==> src/rtl/mem_access_unit.sv <==
// Load/store sequencer between CPU control and a word-wide synchronous memory.
// Handles register/memory byte-lane reversal and read-modify-write for sub-word stores.
//
// state  | meaning
// IDLE   | ready for a request
// RD     | word address held, waiting RD_LATENCY cycles for read data
// CAP    | read data registered at end of cycle
// WR     | single-cycle memory write
// RESP   | one-cycle response pulse
module mem_access_unit #(
   parameter int RD_LATENCY = 1
) (
   input  logic        clk,
   input  logic        reset_n,
   input  logic        req_valid,
   output logic        req_ready,
   input  logic [2:0]  req_op,
   input  logic [31:0] req_addr,
   input  logic [31:0] req_wdata,
   output logic [31:0] mem_addr,
   output logic        mem_wr,
   output logic [31:0] mem_wdata,
   input  logic [31:0] mem_rdata,
   output logic        resp_valid,
   output logic [31:0] resp_rdata,
   output logic        resp_excp
);
   localparam int CW = (RD_LATENCY > 1) ? $clog2(RD_LATENCY) : 1;

   localparam logic [2:0] OP_SB = 3'b000;
   localparam logic [2:0] OP_SH = 3'b010;
   localparam logic [2:0] OP_SW = 3'b001;
   localparam logic [2:0] OP_LW = 3'b100;
   localparam logic [2:0] OP_LH = 3'b101;
   localparam logic [2:0] OP_LB = 3'b011;

   typedef enum logic [2:0] {S_IDLE, S_RD, S_CAP, S_WR, S_RESP} state_t;

   function automatic logic [31:0] byte_rev(input logic [31:0] w);
      return {w[7:0], w[15:8], w[23:16], w[31:24]};
   endfunction

   function automatic logic is_excp(input logic [2:0] op, input logic [1:0] a);
      case (op)
         OP_LH, OP_SH: is_excp = a[0];
         OP_LW, OP_SW: is_excp = |a;
         OP_LB, OP_SB: is_excp = 1'b0;
         default:      is_excp = 1'b1;
      endcase
   endfunction

   function automatic logic is_load(input logic [2:0] op);
      return (op == OP_LW) || (op == OP_LH) || (op == OP_LB);
   endfunction

   state_t         state, state_nxt;
   logic [2:0]     op_q;
   logic [1:0]     addr_q;
   logic [31:0]    wdata_q;
   logic [31:0]    rdata_q;
   logic           excp_q;
   logic [CW-1:0]  cnt;
   logic           accept;
   logic           req_excp;
   logic [31:0]    wr_word;
   logic [31:0]    reg_word;
   logic [31:0]    ld_word;

   assign accept   = (state == S_IDLE) && req_valid;
   assign req_excp = is_excp(req_op, req_addr[1:0]);

   always_ff @(posedge clk or negedge reset_n) begin
      if (!reset_n) begin
         state    <= S_IDLE;
         op_q     <= '0;
         addr_q   <= '0;
         wdata_q  <= '0;
         rdata_q  <= '0;
         excp_q   <= 1'b0;
         cnt      <= '0;
         mem_addr <= '0;
      end else begin
         state <= state_nxt;
         if (accept) begin
            op_q    <= req_op;
            addr_q  <= req_addr[1:0];
            wdata_q <= req_wdata;
            excp_q  <= req_excp;
            cnt     <= CW'(RD_LATENCY - 1);
            // exceptions must leave the memory address untouched
            if (!req_excp)
               mem_addr <= {req_addr[31:2], 2'b00};
         end else if ((state == S_RD) && (cnt != '0)) begin
            cnt <= cnt - 1'b1;
         end
         if (state == S_CAP)
            rdata_q <= mem_rdata;
      end
   end

   always_comb begin
      state_nxt = state;
      case (state)
         S_IDLE: begin
            if (req_valid) begin
               if (req_excp)              state_nxt = S_RESP;
               else if (req_op == OP_SW)  state_nxt = S_WR;
               else                       state_nxt = S_RD;
            end
         end
         S_RD:    if (cnt == '0) state_nxt = S_CAP;
         S_CAP:   state_nxt = is_load(op_q) ? S_RESP : S_WR;
         S_WR:    state_nxt = S_RESP;
         S_RESP:  state_nxt = S_IDLE;
         default: state_nxt = S_IDLE;
      endcase
   end

   always_comb begin
      req_ready  = 1'b0;
      mem_wr     = 1'b0;
      mem_wdata  = '0;
      resp_valid = 1'b0;
      resp_rdata = '0;
      resp_excp  = 1'b0;

      // register byte k lives in memory lane 3-k
      wr_word = rdata_q;
      case (op_q)
         OP_SW: wr_word = byte_rev(wdata_q);
         OP_SH: begin
            if (addr_q[1]) wr_word[15:0]  = {wdata_q[7:0], wdata_q[15:8]};
            else           wr_word[31:16] = {wdata_q[7:0], wdata_q[15:8]};
         end
         OP_SB: wr_word[{~addr_q, 3'b000} +: 8] = wdata_q[7:0];
         default: ;
      endcase

      reg_word = byte_rev(rdata_q);
      case (op_q)
         OP_LW:   ld_word = reg_word;
         OP_LH:   ld_word = {16'h0000, reg_word[{addr_q[1], 4'b0000} +: 16]};
         OP_LB:   ld_word = {24'h000000, reg_word[{addr_q, 3'b000} +: 8]};
         default: ld_word = '0;
      endcase

      case (state)
         S_IDLE: req_ready = 1'b1;
         S_WR: begin
            mem_wr    = 1'b1;
            mem_wdata = wr_word;
         end
         S_RESP: begin
            resp_valid = 1'b1;
            resp_excp  = excp_q;
            if (!excp_q)
               resp_rdata = ld_word;
         end
         default: ;
      endcase
   end
endmodule

==> config.mk <==
export PLATFORM = sky130hd
export DESIGN_NAME = mem_access_unit
export DESIGN_NICKNAME = d
export VERILOG_FILES = /design/src/rtl/mem_access_unit.sv
export SDC_FILE = /design/constraint.sdc
export NUM_CORES = 1
export LEC_CHECK = 0
export ABC_AREA = 1
export BUFFER_PORTS_ARGS = -buffer_cell sky130_fd_sc_hd__buf_2
export CAP_MARGIN = 5
export CORE_AREA = 10 10 129 131
export DETAILED_ROUTE_END_ITERATION = 16
export DIE_AREA = 0 0 139 141
export PLACE_DENSITY = 0.76
export SLEW_MARGIN = 20
export SYNTH_ARGS = -nofsm -noshare
export SYNTH_HDL_FRONTEND = slang
export SYNTH_SLANG_ARGS = --single-unit
==> constraint.sdc <==
create_clock -name clk -period 2.5 [get_ports clk]
set_input_delay 0.375 -clock clk [delete_from_list [all_inputs] [get_ports clk]]
set_output_delay 0.375 -clock clk [all_outputs]
set_load 0.01 [all_outputs]
==> results.yml, run 1 <==
grt:
  antenna_found_initial: 0
  grt_pass1_vias: 6984
  grt_start_max_net_pins: 46
  grt_pass1_wl_um: 36700
  globalRoute.totalOverflow: 0
  grt_usage_pct: 22.9
clock_network:
  clock_latency_ps: 360
  cts-htree-levels: 3
  cts_made_buffers: 9
  cts_tree: "yes"
  clkSinkCount: 104
  clk_pin_slew_worst_paths_ps: 70
  clock_path_buffers: 2
  ctsRootBufferMaster: "clkbuf_16"
synthesis:
  netlist.area_leader.share_pct: 40.4
  yosys.area.top_type: "dfrtp_1"
  ys_types: 27
  syn_inst: 982
  yosysSeqAreaShare_pct: 40.4
  synth_area_leaders: "dfrtp_1, nand2_1, o21ai_0"
  ys_warn_count: 0
  syn_area_sq_mm: 0.00644
  synth_area_per_cell_sq_um: 6.56
  synth-seq-cells: 104
routing:
  drcViolationCount: 0
  firstDrtPassIters: 5
  viasPerCell: 5.22
  ant_nets: 0
  num_vias: 7099
  drt-initial-drc-count: 593
  routed_wl_um: 23100
  wire_per_inst_um: 17.0
setup_path:
  reg2reg_slack_ps: 660
  endpoint_kind: "output port"
  reg2reg_to: "mem_addr[10]$_DFFE_PN0P_"
  crit_type: "reg -> out"
  crit_required_ps: 2120
  cp_data_arrival_time_ps: 2050
  start_kind: "flop"
  crit_path_end: "resp_rdata[5]"
  critPathLaunch: "op_q[2]$_DFFE_PN0P_"
  rr_startpoint: "state[0]$_DFFE_PN0P_"
  crit_fanout: 16
  reg2reg_depth: 9
finish:
  syn2layout_area_growth_pct: 26.4
  layoutNonFillerInstCount: 1361
  layout.nets: 1279
  post-route-util_pct: 57.3
  fillerInstances: 1415
  mostFrequentLayoutCell: "nand2_1"
  final_cell_mix: "nand2_1, buf_2, inv_1, dfrtp_1, o21ai_0"
  drive_gt1_share_pct: 24.5
  design_area_sq_mm: 0.00814
  antenna_cells: 0
placement:
  globalplace.congestion: 0.952
  placement.io_buffers: 199
  dp_slack_ps: 210
  placedCellCount: 1338
  dpl_cell_area_sq_mm: 0.00759
  dpl.hpwl_um: 18000
power:
  p_leak_uw: 0.00451
  vdd_ir_drop_max_mv: 0.599
  p_per_area_mw_per_mm2: 1270
timing:
  whs_ps: 208
  worstMarginPinSlew_ps: 777
  finalSetupViolCount: 0
  timing.final.crit_share_pct: 96.8
  finalHoldViolCount: 0
  rsz0062_at_grt: "yes"
  fin_crit_ps: 2420
  slew_headroom_pct: 48.1
  fin_ws_ps: 79.8
  skew_ps: 10.1
  final_max_slew_viol_count: 0
  max_freq_mhz: 413
floorplan:
  dieArea_sq_mm: 0.0196
  coreArea_sq_mm: 0.0142
  start_util_pct: 45.4
  dieWidth_um: 139
  fp.dieH_um: 141
  rows: 44
  pin_count: 202
worst_hold_path:
  hold_path_class: "in -> reg"
run_status:
  status: "finished, final reports clean"
flow_run:
  max_cap_viol_count: 0
## registers in the layout, indices dropped and copies added, names as in the netlist
| name | count |
|---|---|
| addr_q | 2 |
| op_q | 3 |
| excp_q | 1 |
| rdata_q | 32 |
| state | 3 |
| mem_addr | 30 |
| wdata_q | 32 |
| cnt | 1 |
## repair_timing
action,in CTS,in global routing
setup buffers,0,5
pin swaps,0,3
endpoints found under the hold margin,13,0
endpoints found under the setup margin,33,42
cloned,0,1
gates resized for setup,9,47
hold buffers,1,0
## synthesized netlist by cell type, drive strengths merged
library cell	count
conb	1
clkbuf	17
inv	118
nor3	18
nand4	9
a22oi	8
ha	5
nor2	51
o22ai	3
buf	35
nand3	49
dfrtp	104
a21oi	72
nand2	390
o211ai	10
o21ai	90
clkinv	2
## layer usage
| layer | track usage (%) | up-vias | wire length, um |
|---|---|---|---|
| met5 | 0 | - | 0 |
| met4 | 8.62 | 0 | 616 |
| met3 | 5.98 | 38 | 2320 |
| met2 | 37.3 | 365 | 11000 |
| met1 | 28.5 | 3222 | 9160 |
| li1 | - | 3474 | - |
## metrics by stage
stage / setup TNS, ps / power, uW
2_1_floorplan: 0 / 6600
3_3_place_gp: 0 / 8230
3_5_place_dp: 0 / 8290
4_1_cts: 0 / 9820
5_1_grt: -244 / 11200
6_report: 0 / 10400
## power breakdown
group	internal, uW	leakage [uW]	switching (uW)
Combinational	1960	0.00308	3710
Sequential	2500	0.00128	734
Clock	803	0.000145	649
Total	5260	0.00451	5100
## cell type report
class                      instances  area [sq um]  area share, %
tap                              184           230           2.83
sequential                       104          2610           32.0
inverter                         120           457           5.61
multi-input combinational        707          3240           39.8
timing repair buffer             230          1310           16.1
clock buffer                      11           243           2.98
clock inverter                     5          56.3          0.691
## worst min path at each step
stage                  from                  endpoint  slack, ps  cells after the start
3_3_place_gp        reset_n   wdata_q[13]$_DFFE_PN0P_        370                      1
4_1_cts        req_addr[23]  mem_addr[23]$_DFFE_PN0P_        200                      3
2_1_floorplan       reset_n     addr_q[0]$_DFFE_PN0P_         80                      0
6_report       req_addr[23]  mem_addr[23]$_DFFE_PN0P_        210                      3
5_1_grt        req_addr[16]  mem_addr[16]$_DFFE_PN0P_        210                      3
3_5_place_dp        reset_n   wdata_q[13]$_DFFE_PN0P_        370                      1
## cell families (layout without fill, tap and decap cells)
group / Yosys count / in the layout / synth area share, %
other: 1 / 2 / 0.0582
DFF: 104 / 104 / 40.4
adders and majority gates: 5 / 5 / 0.971
buffers and inverters: 172 / 366 / 11.4
AOI/OAI and AO/OA: 183 / 183 / 15.0
and+or+nand+nor: 517 / 517 / 32.2
## critical path, cell delays in order (launching register included)
cell	delay [ps]
dfrtp_2	500
inv_1	120
nand3_1	220
nand2_1	180
nand2_2	230
a21oi_1	260
buf_2	170
No activity file was read; power rests on OpenSTA's default activity.
==> run 2: changes to the inputs <==
--- a/config.mk
+++ b/config.mk
@@ -8,10 +8,11 @@
 export ABC_AREA = 1
 export BUFFER_PORTS_ARGS = -buffer_cell sky130_fd_sc_hd__buf_2
 export CAP_MARGIN = 5
-export CORE_AREA = 10 10 129 131
+export CORE_AREA = 10 10 131 133
 export DETAILED_ROUTE_END_ITERATION = 16
-export DIE_AREA = 0 0 139 141
-export PLACE_DENSITY = 0.76
+export DIE_AREA = 0 0 141 143
+export PLACE_DENSITY = 0.74
+export RECOVER_POWER = 100
 export SLEW_MARGIN = 20
 export SYNTH_ARGS = -nofsm -noshare
 export SYNTH_HDL_FRONTEND = slang
==> run 2 against run 1 <==
Compared with the run above: non-clock buffer count decreased by 7; first-iteration DRC count rose by 8.4%; clock power hardly changed; clock skew shrank 1.2 ps; count of clock-buffer cells in the layout fell by 1; largest cell class unchanged; global-route usage decreased by 0.79 points; worst hold slack lost 11 ps; core utilization shrank 2.2 points; sequential cell count did not move; die area increased by 2.9%; sequential power is essentially flat.
==> results.yml, run 2 (same netlist as run 1, synthesis figures left out) <==
clock_network:
  clk_pin_slew_worst_paths_ps: 80
  clock_path_buffers: 2
  ctsRootBufferMaster: "clkbuf_16"
  cts_made_buffers: 9
  cts_hold_buf: 0
  cts_tree: "yes"
  clkSinkCount: 104
  cts-htree-levels: 3
  clock_latency_ps: 360
setup_path:
  reg2reg_depth: 6
  crit_path_end: "mem_wdata[24]"
  crit_type: "reg -> out"
  crit_fanout: 5
  endpoint_kind: "output port"
  crit_required_ps: 2120
  reg2reg_slack_ps: 440
  critPathLaunch: "addr_q[0]$_DFFE_PN0P_"
  rr_startpoint: "state[2]$_DFFE_PN0P_"
  start_kind: "flop"
  cp_data_arrival_time_ps: 2070
  reg2reg_to: "rdata_q[22]$_DFFE_PN0N_"
finish:
  final_cell_mix: "nand2_1, buf_2, inv_1, dfrtp_1, o21ai_0"
  mostFrequentLayoutCell: "nand2_1"
  drive_gt1_share_pct: 19.1
  fillerInstances: 1520
  seqCellArea_sq_mm: 0.00261
  post-route-util_pct: 55.1
  syn2layout_area_growth_pct: 23.3
  multi_input_area_sq_mm: 0.00322
  largestRegisters: "rdata_q (32), wdata_q (32), mem_addr (30)"
  antenna_cells: 0
  design_area_sq_mm: 0.00795
  layout.nets: 1274
grt:
  globalRoute.totalOverflow: 0
  grt_pass1_vias: 6885
  antenna_found_initial: 3
  grt_start_max_net_pins: 64
  grt_pass1_wl_um: 36100
  grt_usage_pct: 22.1
timing:
  rsz0062_at_grt: "yes"
  final_max_slew_viol_count: 0
  fin_crit_ps: 2450
  finalSetupViolCount: 0
  tns_ps: 0
  timing.final.crit_share_pct: 97.9
  finalHoldViolCount: 0
  skew_ps: 8.90
  worstMarginPinSlew_ps: 1130
  slew_headroom_pct: 24.8
  max_freq_mhz: 409
placement:
  placement.io_buffers: 199
  dpl_cell_area_sq_mm: 0.00756
  dpl.hpwl_um: 17900
  globalplace.congestion: 0.978
floorplan:
  start_util_pct: 44.7
  rows: 44
  coreArea_sq_mm: 0.0144
  dieWidth_um: 141
  fp.dieH_um: 143
  pin_count: 202
  dieArea_sq_mm: 0.0202
power:
  vdd_ir_drop_max_mv: 0.668
  p_leak_uw: 0.00423
  p_per_area_mw_per_mm2: 1260
  finalPower_uw: 10000
routing:
  drt-initial-drc-count: 643
  routed_wl_um: 23100
  ant_nets: 0
  num_vias: 7052
  wire_per_inst_um: 17.0
  firstDrtPassIters: 5
  drcViolationCount: 0
  viasPerCell: 5.20
run_status:
  status: "finished, final reports clean"
flow_run:
  max_cap_viol_count: 0
worst_hold_path:
  hold_path_class: "in -> reg"
-- run 2: metrics by stage --
stage | setup WS (ps) | hold slack [ps] | cells
final | 53.3 | 197 | 1356
after global routing | -54.7 | 190 | 1356
after CTS | -15.4 | 28.3 | 1348
after detailed placement | 318 | 414 | 1332
after global placement | 321 | 411 | 1332
after floorplan | 67.0 | 79.4 | 983
-- run 2: area by class of cell --
| class | count | area share (%) |
|---|---|---|
| multi-input cells | 708 | 40.6 |
| flip-flops and latches | 104 | 32.8 |
| repair buffers | 223 | 14.1 |
| inverters | 120 | 5.79 |
| clock buffers | 10 | 3.01 |
| well taps | 184 | 2.90 |
| clock inverters | 6 | 0.787 |
| repair inverters | 1 | 0.0630 |
-- run 2: worst min-delay path by stage --
| stage | from | endpoint | slack [ps] | cells past startpoint |
|---|---|---|---|---|
| after floorplan | reset_n | addr_q[0]$_DFFE_PN0P_ | 80 | 0 |
| after global placement | reset_n | wdata_q[26]$_DFFE_PN0P_ | 410 | 1 |
| after detailed placement | reset_n | wdata_q[25]$_DFFE_PN0P_ | 410 | 1 |
| after CTS | reset_n | wdata_q[25]$_DFFE_PN0P_ | 30 | 1 |
| after global routing | req_addr[20] | mem_addr[20]$_DFFE_PN0P_ | 190 | 3 |
| final | req_addr[19] | mem_addr[19]$_DFFE_PN0P_ | 200 | 3 |
-- run 2: power by group --
group / leakage (uW) / internal, uW / total, uW / switching [uW]
logic: 0.00280 / 1700 / 5380 / 3680
clock network: 0.000148 / 728 / 1420 / 692
registers: 0.00128 / 2500 / 3210 / 720
-- run 2: layer usage --
metal / up-vias / wire, um / global-route usage, %
met3: 38 / 2420 / 7.46
met1: 3209 / 9310 / 27.2
met5: - / 26 / 0
met2: 334 / 10800 / 35.8
li1: 3467 / - / -
met4: 4 / 518 / 6.90
-- run 2: worst max-delay path, stage by stage, from the launching register on --
cell	delay (ps)
dfrtp_1	360
clkinv_1	100
ha_2	390
clkinvlp_4	160
buf_4	180
nand3_1	90
a21oi_1	60
nor2_1	150
nor2_1	60
buf_2	150
-- run 2: repair_timing --
item,CTS,global route
endpoints found under the setup margin,19,49
buffers inserted,0,5
cloned,0,3
gates resized for setup,6,34
hold endpoints to repair,0,0
pin swaps,0,1
